**src/rtl/nn_pkg.sv**
```systemverilog
// Shared defaults, score type and FSM state encoding for the argmax classifier stage.
package nn_pkg;

  localparam int WIDTH_DEF    = 16;
  localparam int FRAC_DEF     = 8;
  localparam int OUT_SIZE_DEF = 2;
  localparam int BATCH_DEF    = 2;

  typedef logic signed [WIDTH_DEF-1:0] score_t;

  typedef enum logic [1:0] {
    ST_IDLE = 2'd0,
    ST_SCAN = 2'd1,
    ST_HOLD = 2'd2
  } argmax_state_t;

  // Index/tag fields keep at least one bit so single-entry configurations stay legal.
  function automatic int clog2_min1(input int n);
    return (n > 1) ? $clog2(n) : 1;
  endfunction

endpackage

```
**src/rtl/softmax_argmax_seq_if.sv**
```systemverilog
// Input vector and output result channels of softmax_argmax_seq.
// A transfer happens in a cycle where valid and ready are both high; the producer keeps
// its payload stable while valid is high and ready is low. ARGMAX_CONF_EN adds out_val/out_low_conf.
interface softmax_argmax_seq_if #(
  parameter int OUT_SIZE = nn_pkg::OUT_SIZE_DEF,
  parameter int WIDTH    = nn_pkg::WIDTH_DEF,
  parameter int BATCH    = nn_pkg::BATCH_DEF
);
  localparam int IDX_W = nn_pkg::clog2_min1(OUT_SIZE);
  localparam int TAG_W = nn_pkg::clog2_min1(BATCH);

  logic                           in_valid;
  logic                           in_ready;
  logic [OUT_SIZE-1:0][WIDTH-1:0] in_vec;
  logic                           out_valid;
  logic                           out_ready;
  logic [IDX_W-1:0]               out_idx;
  logic [TAG_W-1:0]               out_tag;
  logic                           out_last;
`ifdef ARGMAX_CONF_EN
  logic signed [WIDTH-1:0]        out_val;
  logic                           out_low_conf;

  modport slave (
    input  in_valid, in_vec, out_ready,
    output in_ready, out_valid, out_idx, out_tag, out_last, out_val, out_low_conf
  );
  modport master (
    output in_valid, in_vec, out_ready,
    input  in_ready, out_valid, out_idx, out_tag, out_last, out_val, out_low_conf
  );
`else
  modport slave (
    input  in_valid, in_vec, out_ready,
    output in_ready, out_valid, out_idx, out_tag, out_last
  );
  modport master (
    output in_valid, in_vec, out_ready,
    input  in_ready, out_valid, out_idx, out_tag, out_last
  );
`endif

endinterface

```
**src/rtl/argmax_cmp.sv**
```systemverilog
// Combinational compare-and-select of (value, index) pairs; the candidate wins only when
// strictly greater, so an ascending scan keeps the lowest index on ties.
module argmax_cmp #(
  parameter int WIDTH = 16,
  parameter int IDX_W = 1
) (
  input  logic signed [WIDTH-1:0] cur_val_i,
  input  logic        [IDX_W-1:0] cur_idx_i,
  input  logic signed [WIDTH-1:0] cand_val_i,
  input  logic        [IDX_W-1:0] cand_idx_i,
  output logic signed [WIDTH-1:0] sel_val_o,
  output logic        [IDX_W-1:0] sel_idx_o
);

  logic take;

  assign take      = cand_val_i > cur_val_i;
  assign sel_val_o = take ? cand_val_i : cur_val_i;
  assign sel_idx_o = take ? cand_idx_i : cur_idx_i;

endmodule

```
**src/rtl/softmax_argmax_seq.sv**
```systemverilog
// Sequential argmax over a softmax score vector: one comparison per cycle, result held until
// consumed, tagged with its position in the batch. Define ARGMAX_CONF_EN for out_val/out_low_conf.
module softmax_argmax_seq
  import nn_pkg::*;
#(
  parameter int                      OUT_SIZE    = OUT_SIZE_DEF,
  parameter int                      WIDTH       = WIDTH_DEF,
  parameter int                      FRAC        = FRAC_DEF,
  parameter int                      BATCH       = BATCH_DEF,
  parameter logic signed [WIDTH-1:0] CONF_THRESH = 16'sh0080
) (
  input  logic          clk,
  input  logic          rst,
  softmax_argmax_seq_if.slave bus,
  output argmax_state_t dbg_state_o
);

  localparam int               IDX_W    = clog2_min1(OUT_SIZE);
  localparam int               TAG_W    = clog2_min1(BATCH);
  localparam logic [IDX_W-1:0] LAST_PTR = IDX_W'(OUT_SIZE - 1);
  localparam logic [TAG_W-1:0] LAST_TAG = TAG_W'(BATCH - 1);

  if (FRAC >= WIDTH || $bits(CONF_THRESH) != WIDTH) begin : g_cfg_err
    $error("softmax_argmax_seq: FRAC must be below WIDTH");
  end

  argmax_state_t                  state_q, state_d;
  logic [OUT_SIZE-1:0][WIDTH-1:0] buf_q, buf_d;
  logic signed [WIDTH-1:0]        max_q, max_d;
  logic [IDX_W-1:0]               idx_q, idx_d;
  logic [IDX_W-1:0]               ptr_q, ptr_d;
  logic [TAG_W-1:0]               tag_q, tag_d;

  logic signed [WIDTH-1:0]        cand_val;
  logic signed [WIDTH-1:0]        sel_val;
  logic [IDX_W-1:0]               sel_idx;
  logic                           in_ready, out_valid, out_last;
  logic [IDX_W-1:0]               out_idx;
  logic [TAG_W-1:0]               out_tag;
  logic                           in_fire, out_fire;

  assign cand_val = buf_q[ptr_q];

  argmax_cmp #(
    .WIDTH (WIDTH),
    .IDX_W (IDX_W)
  ) u_cmp (
    .cur_val_i  (max_q),
    .cur_idx_i  (idx_q),
    .cand_val_i (cand_val),
    .cand_idx_i (ptr_q),
    .sel_val_o  (sel_val),
    .sel_idx_o  (sel_idx)
  );

  assign in_fire  = in_ready & bus.in_valid;
  assign out_fire = out_valid & bus.out_ready;

  always_ff @(posedge clk) begin
    if (rst) state_q <= ST_IDLE;
    else     state_q <= state_d;
  end

  always_comb begin
    state_d = state_q;
    unique case (state_q)
      ST_IDLE: if (in_fire) state_d = (OUT_SIZE == 1) ? ST_HOLD : ST_SCAN;
      ST_SCAN: if (ptr_q == LAST_PTR) state_d = ST_HOLD;
      ST_HOLD: if (out_fire) state_d = ST_IDLE;
      default: state_d = ST_IDLE;
    endcase
  end

  // Outputs are forced to their reset values for the whole time rst is high,
  // including the first cycle before the state register has been cleared.
  always_comb begin
    in_ready  = 1'b0;
    out_valid = 1'b0;
    out_idx   = '0;
    out_tag   = '0;
    out_last  = 1'b0;
    if (!rst) begin
      in_ready  = (state_q == ST_IDLE);
      out_valid = (state_q == ST_HOLD);
      out_idx   = idx_q;
      out_tag   = tag_q;
      out_last  = (tag_q == LAST_TAG);
    end
  end

  assign bus.in_ready  = in_ready;
  assign bus.out_valid = out_valid;
  assign bus.out_idx   = out_idx;
  assign bus.out_tag   = out_tag;
  assign bus.out_last  = out_last;
  assign dbg_state_o   = state_q;

`ifdef ARGMAX_CONF_EN
  logic signed [WIDTH-1:0] out_val;
  logic                    out_low_conf;

  always_comb begin
    out_val      = '0;
    out_low_conf = 1'b0;
    if (!rst) begin
      out_val      = max_q;
      out_low_conf = (max_q < CONF_THRESH);
    end
  end

  assign bus.out_val      = out_val;
  assign bus.out_low_conf = out_low_conf;
`endif

  always_comb begin
    buf_d = buf_q;
    max_d = max_q;
    idx_d = idx_q;
    ptr_d = ptr_q;
    tag_d = tag_q;
    if (in_fire) begin
      buf_d = bus.in_vec;
      max_d = bus.in_vec[0];
      idx_d = '0;
      ptr_d = IDX_W'(1);
    end
    if (state_q == ST_SCAN) begin
      max_d = sel_val;
      idx_d = sel_idx;
      if (ptr_q != LAST_PTR) ptr_d = ptr_q + IDX_W'(1);
    end
    if (out_fire) tag_d = (tag_q == LAST_TAG) ? '0 : tag_q + TAG_W'(1);
  end

  always_ff @(posedge clk) begin
    if (rst) begin
      buf_q <= '0;
      max_q <= '0;
      idx_q <= '0;
      ptr_q <= '0;
      tag_q <= '0;
    end else begin
      buf_q <= buf_d;
      max_q <= max_d;
      idx_q <= idx_d;
      ptr_q <= ptr_d;
      tag_q <= tag_d;
    end
  end

endmodule

```
**src/flat_wrapper.sv**
```systemverilog
// flat-port wrapper written by rule: the top's interface ports become plain ports
module softmax_argmax_seq_flat import nn_pkg::*;
#(
  parameter int                      OUT_SIZE    = OUT_SIZE_DEF,
  parameter int                      WIDTH       = WIDTH_DEF,
  parameter int                      FRAC        = FRAC_DEF,
  parameter int                      BATCH       = BATCH_DEF,
  parameter logic signed [WIDTH-1:0] CONF_THRESH = 16'sh0080
)
  (clk, rst, dbg_state_o, bus_in_valid, bus_in_vec, bus_out_ready, bus_in_ready, bus_out_valid, bus_out_idx, bus_out_tag, bus_out_last);
  softmax_argmax_seq_if #(.OUT_SIZE(OUT_SIZE), .WIDTH(WIDTH), .BATCH(BATCH)) bus_i ();
  input  logic clk;
  input  logic rst;
  output argmax_state_t dbg_state_o;
  input wire logic [$bits(bus_i.in_valid)-1:0] bus_in_valid;
  input wire logic [$bits(bus_i.in_vec)-1:0] bus_in_vec;
  input wire logic [$bits(bus_i.out_ready)-1:0] bus_out_ready;
  output wire logic [$bits(bus_i.in_ready)-1:0] bus_in_ready;
  output wire logic [$bits(bus_i.out_valid)-1:0] bus_out_valid;
  output wire logic [$bits(bus_i.out_idx)-1:0] bus_out_idx;
  output wire logic [$bits(bus_i.out_tag)-1:0] bus_out_tag;
  output wire logic [$bits(bus_i.out_last)-1:0] bus_out_last;
  assign bus_i.in_valid = bus_in_valid;
  assign bus_i.in_vec = bus_in_vec;
  assign bus_i.out_ready = bus_out_ready;
  assign bus_in_ready = bus_i.in_ready;
  assign bus_out_valid = bus_i.out_valid;
  assign bus_out_idx = bus_i.out_idx;
  assign bus_out_tag = bus_i.out_tag;
  assign bus_out_last = bus_i.out_last;
  softmax_argmax_seq #(.OUT_SIZE(OUT_SIZE), .WIDTH(WIDTH), .FRAC(FRAC), .BATCH(BATCH), .CONF_THRESH(CONF_THRESH)) u_core (.clk(clk), .rst(rst), .bus(bus_i), .dbg_state_o(dbg_state_o));
endmodule
```
**config.mk**
```make
export PLATFORM = sky130hd
export DESIGN_NAME = softmax_argmax_seq_flat
export DESIGN_NICKNAME = d
export VERILOG_FILES = /design/src/rtl/nn_pkg.sv /design/src/rtl/softmax_argmax_seq_if.sv /design/src/rtl/argmax_cmp.sv /design/src/rtl/softmax_argmax_seq.sv /design/src/flat_wrapper.sv
export SDC_FILE = /design/constraint.sdc
export NUM_CORES = 1
export LEC_CHECK = 0
export BUFFER_PORTS_ARGS = -buffer_cell sky130_fd_sc_hd__buf_4
export CAP_MARGIN = 20
export CORE_UTILIZATION = 60
export DETAILED_ROUTE_END_ITERATION = 8
export GPL_TIMING_DRIVEN = 0
export MAX_ROUTING_LAYER = met4
export PLACE_DENSITY = 0.93
export SLEW_MARGIN = 20
export SYNTH_ARGS = -nofsm -noshare
export SYNTH_HDL_FRONTEND = slang
export SYNTH_SLANG_ARGS = --single-unit
```
**constraint.sdc**
```tcl
create_clock -name clk -period 6.22 [get_ports clk]
set_input_delay 0 -clock clk [delete_from_list [all_inputs] [get_ports clk]]
set_output_delay 0 -clock clk [all_outputs]
set_load 0.05 [all_outputs]
```
==> results.md <==
* Run status: finished, violations left
* Failing checks: DRC
* Initial DRC Count at 335
* Cell mode on critical path: clkbuf_1
* Via count at 2868
* Residual DRC count at 6
* Synthesized instance count at 339
* Ys Warns at 0
* Placer's final routability congestion estimate at 0.9243
* Mapped cell area at 2838 um2
* Crit path buffers/inverters at 4
* Clk buf depth at 2
* H-tree lvl count at 2
* Worst hold path startpoint: bus_in_valid
* Reg2reg end: u_core.max_q[14]
* CP Launch Type: flop
* Setup Viol. Count Final at 0
* Initial antenna violation count at 0
* Hold Violations, Final at 0
* Critical Path Slowest Stage Cell: clkbuf_1
* First-pass GRT wire length at 13940 um
* VDD IR-drop max at 0.1777 mV
* CP Class: reg -> reg
* Combinational fraction of design power at 0.359
* CTS tree: yes
* Remaining Overflow, GRT at 0
* Clock power frac at 0.267
* Nets@finish at 472
* Critical-path cell list: clkbuf_1 -> clkbuf_1 -> mux2_2 -> ha_1 -> nand4_1 -> nor4_1 -> o21ai_0 -> o31a_1 -> buf_6 -> buf_2 -> a211o_1 -> o41ai_2
* Cts repair resizes at 0
* CTS Hold Buffers Added at 33
* Worst hold path class: in -> reg
* Share of cells above drive strength 1 at 0.1995
* Flop2flop setup slack at 2.24 ns
* Top Usage Layer GRT: met2
* TritonRoute pass-1 iters at 7
* Port bufs at 41
* Fin crit period at 3.976 ns
* Leading area contributor after synthesis: dfxtp_1
* CP max stage delay at 0.57 ns
* Post-DP HPWL at 5330 um
* Final setup skew at 0.01235 ns
* Die W at 70.77 um
* Pwr Density at 283.4 nW/um2
* Max_slew headroom at 0.5244
* Clk Latency, worst-skew pair at 0.32 ns
* Max Cap Violations at 0
* Row cnt at 24
* ANT nets after route at 0
* Area grow syn2layout at 29.50%
* Global Route met1 Usage at 0.4054
* Met3 Use GR at 0.06980
* Io pins at 43
* Final slew viol count at 0
* Worst R2R Start: u_core.ptr_q
* Synth top cells by count: 70 x nand2_1, 53 x dfxtp_1, 40 x a21oi_1
* Leak at 1.513 nW
* Hold Path End: u_core.dbg_state_o[0]
* Data required, critical path at 6.42 ns
* # diodes at 0
* Yosys reg bits at 53
* Switch share at 0.3423
* All-Layer GR Usage at 0.3709
* CP arrival at 4.18 ns
* Die area at 5008 um2
* Total CTS buffers at 5
* Die Height at 70.77 um
* Tcrit/Tclk final at 0.6392
* CORE AREA at 4444 um2
* Critical Path End Type: flop
* EDFF count, synth at 0
* Postcts setup bufs at 0
* Clock slew at reported path FFs at 0.10 ns
* Mapped Nets at 391
* R2R depth at 12
* Syn avg cell area at 8.371 um2
* Vias in the first global route at 3056
* Sw power at 0.3565 mW
* Cell variety after synth at 38
* Wirelength, routed at 8469 um
* Synth area leaders: dfxtp_1 37%, nand2_1 9.3%, a21oi_1 7.1%
* Worst-path maximum fanout at 10
* Slew @ Worst Pin at 0.7134 ns
* Reg power frac at 0.374
* FMAX at 251.5 MHz
* Post-Route Setup TNS at 0 ns
* Internal power at 0.6851 mW
* Largest net degree at the start of global routing at 17
* Top-count cell post-synth: nand2_1
* Hold Crit Depth at 3
* WL per Instance at 17.90 um
* Top cell type's share of synthesized area at 0.3739
* Crit path max-delay family: buffers and inverters
* Sequential area share after synthesis at 0.3739
* GR Layer Usage met2 at 0.6496
* Starting density of the core at 0.6385
* CTS sink cnt at 53
* Main synth FF type: dfxtp_1
* DR vias/cell at 6.063
* Post-synth ARST share at 0
* Root buffer cell: clkbuf_8
* Design Power at 1.042 mW
* RSZ-0062 raised after global routing: false
[cells in the final DEF (no fill, tap or decap), types with 2 or more instances in the layout]
master	synthesis	final
a211o_1	16	16
a21o_1	2	2
a21oi_1	40	40
buf_1	2	2
buf_2	3	3
buf_4	1	42
buf_6	2	2
bufinv_16	0	2
clkbuf_1	18	18
clkbuf_8	0	5
dfxtp_1	53	53
dlygate4sd3_1	0	33
ha_1	16	16
inv_1	17	17
mux2_2	15	15
mux2i_1	2	2
nand2_1	70	70
nand3_1	2	2
nand4_1	3	3
nor2_1	33	33
nor2b_1	3	3
nor3_1	3	3
nor3b_1	2	2
o21ai_0	5	5
o41ai_1	7	7
o41ai_2	9	9
[worst reg2reg max path, cell delays in order, from the launching register on]
cell and delay, ns:
dfxtp_1 0.32, clkbuf_1 0.42, clkbuf_1 0.58, mux2_2 0.43
ha_1 0.32, nand4_1 0.22, nor4_1 0.44, o21ai_0 0.24
o31a_1 0.17, buf_6 0.15, buf_2 0.19, a211o_1 0.32
o41ai_2 0.06
[routing by layer]
metal / routed length [um] / part of all wire
met5: 0 / 0
met4: 280 / 0.033
met3: 596 / 0.070
met2: 4352 / 0.51
met1: 3239 / 0.38
[metrics by stage]
stage | area [um2] | utilization | instances | setup WS (ns) | hold WS [ns]
floorplan | 2838 | - | 339 | 2.998 | 0.1360
CTS | 3675 | 0.8269 | 473 | 2.357 | 0.01487
global placement | 3211 | 0.7224 | 432 | 2.576 | 0.2467
global route | 3675 | 0.8269 | 473 | 2.078 | 0.03021
finish | 3675 | 0.8269 | 473 | 2.244 | 0.02067
detailed placement | 3211 | 0.7224 | 432 | 2.397 | 0.2566
[power groups by stage]
stage                     registers [mW]  clock network, mW  logic [mW]
after global routing               0.391              0.289       0.403
after floorplan                    0.394                  0       0.254
final                              0.389              0.278       0.374
after detailed placement           0.396                  0       0.340
after global placement             0.393                  0       0.325
after CTS                          0.388              0.277       0.362
[worst max-delay path by stage]
stage / startpoint / to / slack (ns) / cells after the start
2_1_floorplan: u_core.ptr_q / u_core.max_q[10] / 3.00 / 12
3_3_place_gp: u_core.ptr_q / u_core.max_q[9] / 2.58 / 11
3_5_place_dp: u_core.ptr_q / u_core.max_q[14] / 2.40 / 11
4_1_cts: u_core.ptr_q / u_core.max_q[14] / 2.36 / 11
5_1_grt: u_core.ptr_q / u_core.max_q[8] / 2.08 / 11
6_report: u_core.ptr_q / u_core.max_q[14] / 2.24 / 12
[final cells by class]
class,instances,area (um2)
buffer,26,120.1
fill,263,769.5
timing repair buffer,74,638.1
sequential,53,1061
tap,52,65.06
inverter,17,63.81
clock buffer,5,68.82
multi-input combinational,243,1593
clock inverter,3,65.06
[state kept, by name, indices dropped and copies added (netlist names)]
register / cells
u_core.buf_q: 32
u_core.dbg_state_o: 2
u_core.idx_q: 1
u_core.max_q: 16
u_core.ptr_q: 1
u_core.tag_q: 1
[cell families after synthesis]
kind of cell / Yosys count / share of synthesized area
simple gates: 123 / 0.1883
compound gates: 87 / 0.2359
flops: 53 / 0.3739
buf+inv: 43 / 0.06481
mux: 17 / 0.06658
fa+ha+maj: 16 / 0.07055
Note: power is estimated with default switching activity, not from simulation.
